**src/rtl/makestuff_tlp_xcvr_pkg.sv**
```systemverilog
// makestuff_tlp_xcvr_pkg: shared types for the TLP transceiver blocks
package makestuff_tlp_xcvr_pkg;
  typedef logic [63:0] uint64;
  typedef enum logic [1:0] {IDLE, OWN_A, OWN_B} TxArbState;
  typedef enum logic {PORT_A, PORT_B} TxPort;
endpackage

```
**src/rtl/makestuff_tlp_tx_oreg.sv**
```systemverilog
// makestuff_tlp_tx_oreg: single-entry registered tx stage; beat held until tx_ready
module makestuff_tlp_tx_oreg (
  input  logic        clk,
  input  logic        rst_n,
  input  logic        in_valid,
  input  logic [63:0] in_data,
  input  logic        in_sop,
  input  logic        in_eop,
  output logic        space,
  output logic [63:0] tx_data,
  output logic        tx_valid,
  output logic        tx_sop,
  output logic        tx_eop,
  input  logic        tx_ready
);
  assign space = !tx_valid || tx_ready;
  always_ff @(posedge clk) begin
    if (!rst_n) begin
      tx_valid <= 1'b0;
      tx_sop <= 1'b0;
      tx_eop <= 1'b0;
      tx_data <= '0;
    end else if (space) begin
      tx_valid <= in_valid;
      tx_sop <= in_valid && in_sop;
      tx_eop <= in_valid && in_eop;
      if (in_valid) tx_data <= in_data;
    end
  end
endmodule

```
**src/rtl/makestuff_tlp_tx_arbiter.sv**
```systemverilog
// makestuff_tlp_tx_arbiter: packet-granular round-robin arbiter of two TLP sources
// onto one tx stream, with per-port packet counters and sticky framing error.
module makestuff_tlp_tx_arbiter
  import makestuff_tlp_xcvr_pkg::*;
#(
  parameter int CNT_WIDTH = 16
) (
  input  logic                 pcieClk_in,
  input  logic                 pcieRst_n_in,
  input  logic [63:0]          aData_in,
  input  logic                 aValid_in,
  output logic                 aReady_out,
  input  logic                 aSOP_in,
  input  logic                 aEOP_in,
  input  logic [63:0]          bData_in,
  input  logic                 bValid_in,
  output logic                 bReady_out,
  input  logic                 bSOP_in,
  input  logic                 bEOP_in,
  output logic [63:0]          txData_out,
  output logic                 txValid_out,
  input  logic                 txReady_in,
  output logic                 txSOP_out,
  output logic                 txEOP_out,
  output logic [CNT_WIDTH-1:0] aPktCount_out,
  output logic [CNT_WIDTH-1:0] bPktCount_out,
  output logic                 framingErr_out,
  output logic                 busy_out
);
  TxArbState state, state_next;
  TxPort last_grant;
  logic space, a_sop, b_sop;
  logic grant_a, grant_b, drop_a, drop_b, fwd_a, fwd_b, fwd_sop, fwd_eop;
  assign a_sop = aValid_in && aSOP_in;
  assign b_sop = bValid_in && bSOP_in;
  always_comb begin
    grant_a = 1'b0;
    grant_b = 1'b0;
    drop_a = 1'b0;
    drop_b = 1'b0;
    state_next = state;
    case (state)
      IDLE: begin
        grant_a = a_sop && (!b_sop || last_grant == PORT_B);
        grant_b = b_sop && (!a_sop || last_grant == PORT_A);
        // a headless beat is only swallowed when nobody has a real packet waiting
        drop_a = aValid_in && !a_sop && !b_sop;
        drop_b = bValid_in && !b_sop && !a_sop && !aValid_in;
      end
      OWN_A: grant_a = 1'b1;
      OWN_B: grant_b = 1'b1;
      default: ;
    endcase
    fwd_a = grant_a && aValid_in && space;
    fwd_b = grant_b && bValid_in && space;
    fwd_sop = grant_a ? aSOP_in : bSOP_in;
    fwd_eop = grant_a ? aEOP_in : bEOP_in;
    case (state)
      IDLE: state_next = (fwd_a && !aEOP_in) ? OWN_A : (fwd_b && !bEOP_in) ? OWN_B : IDLE;
      OWN_A: state_next = (fwd_a && aEOP_in) ? IDLE : OWN_A;
      OWN_B: state_next = (fwd_b && bEOP_in) ? IDLE : OWN_B;
      default: state_next = IDLE;
    endcase
  end
  assign aReady_out = pcieRst_n_in && (drop_a || (grant_a && space));
  assign bReady_out = pcieRst_n_in && (drop_b || (grant_b && space));
  assign busy_out = state != IDLE;
  always_ff @(posedge pcieClk_in) begin
    if (!pcieRst_n_in) begin
      state <= IDLE;
      last_grant <= PORT_B;
      aPktCount_out <= '0;
      bPktCount_out <= '0;
      framingErr_out <= 1'b0;
    end else begin
      state <= state_next;
      if ((fwd_a || fwd_b) && fwd_sop) last_grant <= fwd_a ? PORT_A : PORT_B;
      if (fwd_a && aEOP_in) aPktCount_out <= aPktCount_out + CNT_WIDTH'(1);
      if (fwd_b && bEOP_in) bPktCount_out <= bPktCount_out + CNT_WIDTH'(1);
      if (drop_a || drop_b || (state != IDLE && (fwd_a || fwd_b) && fwd_sop)) framingErr_out <= 1'b1;
    end
  end
  makestuff_tlp_tx_oreg oreg (
    .clk(pcieClk_in),
    .rst_n(pcieRst_n_in),
    .in_valid(fwd_a || fwd_b),
    .in_data(grant_a ? aData_in : bData_in),
    .in_sop(fwd_sop),
    .in_eop(fwd_eop),
    .space(space),
    .tx_data(txData_out),
    .tx_valid(txValid_out),
    .tx_sop(txSOP_out),
    .tx_eop(txEOP_out),
    .tx_ready(txReady_in)
  );
endmodule

```
**config.mk**
```make
export PLATFORM = sky130hd
export DESIGN_NAME = makestuff_tlp_tx_arbiter
export DESIGN_NICKNAME = d
export VERILOG_FILES = /design/src/rtl/makestuff_tlp_xcvr_pkg.sv /design/src/rtl/makestuff_tlp_tx_oreg.sv /design/src/rtl/makestuff_tlp_tx_arbiter.sv
export SDC_FILE = /design/constraint.sdc
export NUM_CORES = 1
export LEC_CHECK = 0
export BUFFER_PORTS_ARGS = -buffer_cell sky130_fd_sc_hd__buf_2
export CAP_MARGIN = 10
export CORE_UTILIZATION = 51
export CTS_CLUSTER_DIAMETER = 120
export DETAILED_ROUTE_END_ITERATION = 16
export HOLD_SLACK_MARGIN = 0.05
export PLACE_DENSITY_LB_ADDON = 0.25
export SETUP_SLACK_MARGIN = 0.5
export SLEW_MARGIN = 10
export SYNTH_ARGS = -nofsm -noshare
export SYNTH_HDL_FRONTEND = slang
export SYNTH_HIERARCHICAL = 1
export SYNTH_SLANG_ARGS = --single-unit
```
**constraint.sdc**
```tcl
create_clock -name pcieClk_in -period 3.8 [get_ports pcieClk_in]
set_input_delay 0.38 -clock pcieClk_in [delete_from_list [all_inputs] [get_ports pcieClk_in]]
set_output_delay 0.38 -clock pcieClk_in [all_outputs]
set_load 0.02 [all_outputs]
```
# Yosys cells after proc, flatten, opt, wreduce, memory -nomap -nowiden
# Cells that the tools add are included.
# totals
output_inout_bits,103
in_bits,137
ff_bits,103
word_cells,69
# op_classes
muxes,13
n_eq_ne,2
add_sub_neg,2
n_reduce_logical,42
bitwise,1
# op_table
op,n
two-way mux 64 bit,1
adder 16 x 1 -> 16 bit (second input constant),2
logical AND 1 bit,25
logical OR 1 bit,8
logical NOT 1 bit,6
two-way mux 1 bit,6
two-way mux 2 bit,3
one-hot mux 2 bit (3 select lines),1
one-hot mux 1 bit (2 select lines),2
equality test 2 x 1 -> 1 bit (second input constant),1
equality test 2 bit (second input constant),1
logical NOT 2 bit,1
AND reduction 2 bit,1
nonzero test 2 bit,1
NOT 1 bit,1

# Logic depth before layout (Yosys ltp)
# Gate-level depths: netlist of the first run.
# depth
ltp_word,11
ltp_mapped,9
mapped_depth_nobuf,7

# By module
# The synthesis of the first run kept the hierarchy.
# modules_own_cells
mod,seq_area_each_um2,cells_each,n_inst,area_each_um2
makestuff_tlp_tx_oreg,1341.3,291,1,2733.9
makestuff_tlp_tx_arbiter,720.7,289,1,2541.2

# Worst setup path before layout of the first run
# No wires, ideal clock.
# synth_timing
kind,reg2out
start,reg state[1]
end,out aReady_out
slack_ps,1641
t_arrival_ps,1779
t_required_ps,3420
path_stages_with_launch,8
path_buffers,3
path_cell_list,dfxtp_1 buf_2 and2b_1 a31o_4 clkbuf_1 clkbuf_1 nand2_1 a21oi_1
# synth_between
elab_chain_len,5
elab_cells_between_ends,7
cone_classes,eq/ne: 1; mux: 2; reduce/logical: 4
# synth_rtl
item,line,rtl
start: declaration,makestuff_tlp_tx_arbiter.sv:30,"TxArbState state, state_next;"
start signal: assignment,makestuff_tlp_tx_arbiter.sv:76,state <= state_next;
equality test 2 x 1 -> 1 bit / logical NOT 2 bit (equally long branches),makestuff_tlp_tx_arbiter.sv:42,case (state)
one-hot mux 1 bit (2 select lines),makestuff_tlp_tx_arbiter.sv:42,
logical AND 1 bit,makestuff_tlp_tx_arbiter.sv:65,assign aReady_out = pcieRst_n_in && (drop_a || (grant_a && space));
logical OR 1 bit (*),makestuff_tlp_tx_arbiter.sv:65,
logical AND 1 bit (*),makestuff_tlp_tx_arbiter.sv:65,
end: declaration,makestuff_tlp_tx_arbiter.sv:12,"output logic aReady_out,"
# Every way passes the cells marked *; elsewhere a longest branch is shown, timed or not.

# Worst setup path in the final report of the first run
# layout_timing
start,reg oreg.tx_valid
end,reg oreg.tx_data[56]
# layout_between
elab_chain_len,5
elab_cells_between_ends,6
cone_classes,reduce/logical: 6
# layout_rtl
item,line,rtl
start: declaration,makestuff_tlp_tx_oreg.sv:11,"output logic tx_valid,"
start signal: assignment,makestuff_tlp_tx_oreg.sv:24,tx_valid <= in_valid;
logical NOT 1 bit (*),makestuff_tlp_tx_oreg.sv:16,assign space = !tx_valid || tx_ready;
logical OR 1 bit (*),makestuff_tlp_tx_oreg.sv:16,
named net space,makestuff_tlp_tx_arbiter.sv:32,"logic space, a_sop, b_sop;"
"logical AND 1 bit, on equally long branches","makestuff_tlp_tx_arbiter.sv:54, makestuff_tlp_tx_arbiter.sv:55",
logical OR 1 bit,makestuff_tlp_tx_arbiter.sv:86,".in_valid(fwd_a || fwd_b),"
AND reduction 2 bit (no source line) (*),n/a,
end signal: assignment,makestuff_tlp_tx_oreg.sv:27,if (in_valid) tx_data <= in_data;
end: declaration,makestuff_tlp_tx_oreg.sv:10,"output logic [63:0] tx_data,"
# The timed path passes the listed nets; every way through them passes the cells marked *.
# A chain may end at the register's enable or synchronous reset.

==> impl_metrics.py, run 1 <==
metrics = {
    "outcome": {
        "status": "finished, final reports clean",
    },
    "synthesis": {
        "synth_edf_count": 0,
        "synth_seq_cells": 103,
        "syn_inst": 580,
        "synth_area_sq_mm": 0.00528,
        "yosysTopAreaCellShare_pct": 39.1,
        "synth.net_count": 719,
        "postSynth.asyncResetShare_pct": 0,
        "muxShareOfSynthArea_pct": 26.8,
        "synth.area.top_cells": "dfxtp_1 (39%), mux2_2 (14%), mux2i_1 (13%)",
        "synth_top_flop_cell": "dfxtp_1",
        "synth_top_family_by_area": "multiplexers",
        "synth_simple_gate_area_share_pct": 20.9,
        "yosys_warnings": 6,
        "avgSynthCellArea_sq_um": 9.09,
        "synthAdderAreaFrac_pct": 0.474,
        "synth_largest_area_cell": "dfxtp_1",
        "synth_compound_area_share_pct": 3.65,
        "yosys.cell_types.count": 41,
        "seq_area_frac_synth_pct": 39.1,
        "synth_xor_area_share_pct": 3.49,
    },
    "die": {
        "ioPinCount": 240,
        "die_h_um": 104,
        "row_count": 36,
        "die_area_sq_mm": 0.0108,
        "core_sq_mm": 0.00991,
        "initial_core_util_pct": 53.2,
        "dieWidth_um": 104,
    },
    "drt": {
        "drc": 0,
        "drt_pass1_iterations": 4,
        "post_drt_wl_per_cell_um": 13.8,
        "viasPerCell": 5.19,
        "routed-via-count": 4844,
        "routed_wl_um": 12900,
        "ant_nets": 0,
        "first_iter_violations": 226,
    },
    "clocking": {
        "cts-root-buf": "clkbuf_8",
        "clkSinkCount": 103,
        "cts.repair.resized": 0,
        "clkLatencyLatePin_ns": 0.35,
        "ctsHtreeMaxLevel": 3,
        "cts_buffers": 9,
        "postCtsSetupBuffers": 0,
        "clock_path_buffers": 2,
        "cts_hold_buf": 0,
        "cts_tree": "built",
        "clk_pin_slew_ns": 0.09,
    },
    "layout": {
        "fin_nets": 934,
        "final_common_cell": "buf_2",
        "nFillCells": 866,
        "antenna_cells": 0,
        "mostFrequentLayoutCells": "buf_2 (238), nand2_1 (147), dfxtp_1 (103)",
        "syn_to_final_growth_pct": 24.2,
        "finish.utilization_pct": 66.1,
        "drive_above_1_share_pct": 41.1,
        "fin_area_sq_mm": 0.00655,
    },
    "setup_path": {
        "critPathLaunchType": "flop",
        "reg2reg_slack_ns": 1.23,
        "crit_buf_inv": 1,
        "critPathKind": "flop to flop",
        "cp_slowest_stage_delay_ns": 0.86,
        "cp_slowest_cell": "and2_4",
        "path_cells": "nor2b_4, inv_2, nand2_1, nor3_1, or2_2, and2_4, mux2i_1",
        "critical_path.max_fanout": 64,
        "cp.required_ns": 4.07,
        "cp.arrival_ns": 2.84,
        "critPathTopFamily": "simple AND/OR/NAND/NOR gates",
        "end_kind": "flop",
    },
    "global_route": {
        "grt_max_degree": 104,
        "grt_usage_pct": 23.2,
        "grt-ovfl-total": 0,
        "antenna_found_initial": 0,
        "grt_pass1_wl_um": 20600,
        "grt_pass1_vias": 4636,
    },
    "power_and_ir_drop": {
        "p_leak_uw": 0.00308,
        "pwr_density_cell_mw_per_mm2": 400,
        "ir_drop_mv": 0.202,
    },
    "sta": {
        "setup_viol": 0,
        "maxSlewHeadroom_pct": 25.1,
        "fin_tns_setup_ns": 0,
        "tightest_slew_ns": 1.12,
        "timing.hold.ws_ns": 0.326,
        "period_needed_ns": 2.57,
        "hold_viol": 0,
        "fin_skew_ns": 0.00627,
        "clock.fmax_mhz": 390,
        "final_max_slew_viol_count": 0,
        "grt_setup_unrepaired": "no",
        "fin_ws_ns": 1.23,
        "post-route-period-util_pct": 67.5,
    },
    "placed_design": {
        "hpwl_um": 9540,
        "gp_congestion": 0.842,
        "placed_area_sq_mm": 0.00638,
        "io_buffers": 239,
        "pre_cts_ws_ns": 1.18,
    },
    "job": {
        "cap_violations": 0,
    },
    "worst_hold_path": {
        "hold_class": "input port to flop",
    },
}
## stage by stage
step           cells  power, uW
2_1_floorplan    580       1830
3_3_place_gp     917       2000
3_5_place_dp     917       2030
4_1_cts          933       2650
5_1_grt          933       2740
6_report         933       2620
## tightest hold or removal path: cells and delay by family
family	cells	cell delay (ns)
AOI/OAI and AO/OA	1	0.06
and+or+nand+nor	2	0.10
buffers and inverters	1	0.10
## power breakdown
group	internal (uW)	total (uW)	switching, uW	leakage [uW]
clock	273	623	350	0.0000894
combinational	340	765	425	0.00215
sequential	1180	1230	54.6	0.000841
## state kept, by name (all words and copies together) (netlist names)
register / cells
last_grant: 1
state: 2
oreg/tx_sop: 1
bPktCount_out: 16
oreg/tx_eop: 1
oreg/tx_data: 64
aPktCount_out: 16
oreg/tx_valid: 1
framingErr_out: 1
## area by class of cell
type                       instances  area [sq um]  share of cell area [%]
clock inverter                     3          17.5                   0.267
inverter                           5          18.8                   0.286
timing repair buffer             241          1210                    18.5
sequential                       103          2060                    31.5
tap                              133           166                    2.54
clock buffer                      13           159                    2.42
multi-input combinational        435          2920                    44.5
## synth_stat cells (2+ instances only)
cell / instances
and3_1: 5
ha_1: 2
xor2_1: 13
nor3_1: 6
inv_2: 2
a31oi_1: 3
xnor2_1: 8
or3_1: 8
nand4_1: 10
nor2_1: 33
o21ai_0: 8
buf_2: 14
nor2b_4: 2
mux2i_1: 68
clkbuf_1: 15
inv_1: 3
a21oi_1: 14
buf_12: 7
nor4_1: 4
dfxtp_1: 103
a21boi_0: 2
nand2_1: 147
nand3_1: 19
mux2_2: 65
and2_1: 3
## cells by family (layout without fill, tap and decap cells)
kind of cell | Yosys count | after routing
XOR/XNOR | 21 | 21
AND/OR/NAND/NOR | 247 | 247
AO/OA/AOI/OAI | 32 | 32
adder cells (fa/ha/maj) | 2 | 2
multiplexers | 133 | 133
flip-flops | 103 | 103
buffers and inverters | 42 | 262
## final timing paths
kind	startpoint	to	cells after the start
worst max register to register	oreg/tx_valid$_SDFFE_PN0P_	oreg/tx_data[56]$_SDFFE_PN0P_	7
worst min-delay path	txReady_in	oreg/tx_eop$_SDFFE_PN0P_	4
worst max-delay path	oreg/tx_valid$_SDFFE_PN0P_	oreg/tx_data[56]$_SDFFE_PN0P_	7
worst min register to register	oreg/tx_data[36]$_SDFFE_PN0P_	oreg/tx_data[36]$_SDFFE_PN0P_	2
## routing by layer
| metal | track usage (%) | vias up | wire, um |
|---|---|---|---|
| met3 | 4.97 | 31 | 747 |
| met4 | 10.5 | 0 | 325 |
| met5 | 0 | - | 0 |
| met2 | 40.9 | 196 | 6370 |
| li1 | - | 2398 | - |
| met1 | 26.9 | 2219 | 5420 |
No activity file was read; power rests on OpenSTA's default activity.
==> inputs of run 2 (changes only) <==
--- a/config.mk
+++ b/config.mk
@@ -7,7 +7,7 @@
 export LEC_CHECK = 0
 export BUFFER_PORTS_ARGS = -buffer_cell sky130_fd_sc_hd__buf_2
 export CAP_MARGIN = 10
-export CORE_UTILIZATION = 51
+export CORE_UTILIZATION = 47
 export CTS_CLUSTER_DIAMETER = 120
 export DETAILED_ROUTE_END_ITERATION = 16
 export HOLD_SLACK_MARGIN = 0.05
==> constraint.sdc (replaced) <==
create_clock -name pcieClk_in -period 2.38 [get_ports pcieClk_in]
set_input_delay 0.238 -clock pcieClk_in [delete_from_list [all_inputs] [get_ports pcieClk_in]]
set_output_delay 0.238 -clock pcieClk_in [all_outputs]
set_load 0.02 [all_outputs]
==> impl_metrics.py, run 2 (synthesized netlist as in run 1, its figures left out) <==
metrics = {
    "die": {
        "initial_core_util_pct": 48.4,
        "row_count": 38,
        "dieWidth_um": 108,
        "die_h_um": 108,
        "ioPinCount": 240,
        "core_sq_mm": 0.0109,
        "die_area_sq_mm": 0.0117,
    },
    "worst_hold_path": {
        "hold_class": "input port to flop",
    },
    "sta": {
        "tightest_slew_ns": 0.765,
        "setup_viol": 0,
        "period_needed_ns": 1.89,
        "clock.fmax_mhz": 529,
        "fin_tns_setup_ns": 0,
        "grt_setup_unrepaired": "yes",
        "post-route-period-util_pct": 79.5,
        "fin_skew_ns": 0.00838,
        "hold_viol": 0,
        "timing.hold.ws_ns": 0.199,
        "maxSlewHeadroom_pct": 48.8,
        "final_max_slew_viol_count": 0,
    },
    "global_route": {
        "grt-ovfl-total": 0,
        "grt_max_degree": 135,
        "antenna_found_initial": 0,
        "grt_pass1_vias": 4460,
        "grt_pass1_wl_um": 20300,
        "grt_usage_pct": 22.0,
    },
    "drt": {
        "ant_nets": 0,
        "drt_pass1_iterations": 5,
        "first_iter_violations": 231,
        "routed_wl_um": 13800,
        "viasPerCell": 5.10,
        "post_drt_wl_per_cell_um": 14.4,
        "drc": 0,
        "routed-via-count": 4870,
    },
    "outcome": {
        "status": "finished, final reports clean",
    },
    "power_and_ir_drop": {
        "ir_drop_mv": 0.294,
        "p_leak_uw": 0.00321,
        "pwr_density_cell_mw_per_mm2": 627,
    },
    "setup_path": {
        "cp.required_ns": 2.14,
        "cp_slowest_stage_delay_ns": 0.34,
        "cp.arrival_ns": 1.65,
        "cp_slowest_cell": "dfxtp_2",
        "critical_path.max_fanout": 4,
        "critPathTopFamily": "compound AO/OA/AOI/OAI gates",
        "critPathLaunchType": "flop",
        "critPathKind": "flop to output pin",
        "end_kind": "output pin",
        "crit_buf_inv": 2,
        "path_cells": "nand3b_1, a31o_4, buf_12, nand2_1, a21oi_2, buf_4",
    },
    "placed_design": {
        "dp.cells": 928,
        "hpwl_um": 9450,
        "gp_congestion": 0.883,
        "io_buffers": 239,
    },
    "clocking": {
        "cts_buffers": 9,
        "clock_path_buffers": 2,
        "clk_pin_slew_ns": 0.09,
        "clkSinkCount": 103,
        "ctsHtreeMaxLevel": 3,
        "cts_hold_buf": 0,
        "cts_tree": "built",
        "clkLatencyLatePin_ns": 0.35,
        "cts-root-buf": "clkbuf_8",
    },
    "layout": {
        "syn_to_final_growth_pct": 29.9,
        "seqCellArea_sq_mm": 0.00207,
        "antenna_cells": 0,
        "drive_above_1_share_pct": 43.6,
        "nFillCells": 934,
        "mostFrequentLayoutCells": "buf_2 (237), nand2_1 (147), dfxtp_1 (99)",
        "largest_reg_flops": 64,
        "final_common_cell": "buf_2",
        "top_regs": "oreg/tx_data x64, aPktCount_out x16, bPktCount_out x16",
        "top_register": "oreg/tx_data",
        "fin_cells": 955,
        "multi_input_area_sq_mm": 0.00296,
        "fin_nets": 950,
    },
    "job": {
        "cap_violations": 0,
    },
}
[run 2: changes by cell type in the layout (fill, tap and decap cells not counted), moves of 3 or more]
cell,change
buf_12,+3
buf_4,+7
clkbuf_16,+3
dfxtp_1,-4
[run 2: layer usage]
metal	part of all wire (%)	wire length, um	track usage, %
met4	3.2	436	11.5
met3	5.8	799	4.46
met1	42	5780	26.2
met2	49	6760	37.3
met5	0	0	0
[run 2: layout make-up]
type / count / share of cell area (%)
multi-input cells: 435 / 43.1
flip-flops and latches: 103 / 30.2
repair buffers: 257 / 21.6
well taps: 140 / 2.56
clock buffers: 11 / 1.92
clock inverters: 4 / 0.347
inverters: 5 / 0.274
[run 2: power breakdown]
group | internal (uW) | switching (uW)
Clock | 373 | 570
Combinational | 650 | 738
Sequential | 1880 | 88.8
Total | 2900 | 1400
[run 2: repair_timing]
| item | in CTS | in global routing |
|---|---|---|
| pin swaps | 1 | 3 |
| resized for setup | 11 | 12 |
| gates cloned | 1 | 4 |
| setup buffers | 3 | 4 |
| endpoints found under the setup margin | 74 | 77 |
[run 2: worst reg2reg max path, stage by stage, from the launching register on]
cell,delay [ns]
dfxtp_4,0.38
and2b_1,0.24
a31o_4,0.14
or4b_4,0.53
or3_1,0.37
a21oi_1,0.15
[run 2: path summary, 6_finish.rpt]
kind | startpoint | endpoint | slack [ns] | cells after the start
max reg2reg | state[1]$_SDFF_PN0_ | aPktCount_out[11]$_SDFFE_PN0P_ | 0.50 | 5
min | txReady_in | oreg/tx_sop$_SDFFE_PN0P_ | 0.20 | 4
min reg2reg | oreg/tx_data[62]$_SDFFE_PN0P_ | oreg/tx_data[62]$_SDFFE_PN0P_ | 0.46 | 2
max | last_grant$_SDFFE_PN1P_ | aReady_out | 0.49 | 6
[run 2: per-stage QoR]
| stage | utilization, % | cell area, sq um | setup WS (ns) | total power (uW) |
|---|---|---|---|---|
| 2_1_floorplan | - | 5290 | 0.504 | 2930 |
| 3_3_place_gp | 59.2 | 6450 | 0.438 | 3220 |
| 3_5_place_dp | 59.2 | 6450 | 0.364 | 3250 |
| 4_1_cts | 61.5 | 6700 | 0.486 | 4250 |
| 5_1_grt | 63.0 | 6850 | 0.410 | 4510 |
| 6_report | 63.0 | 6850 | 0.488 | 4300 |
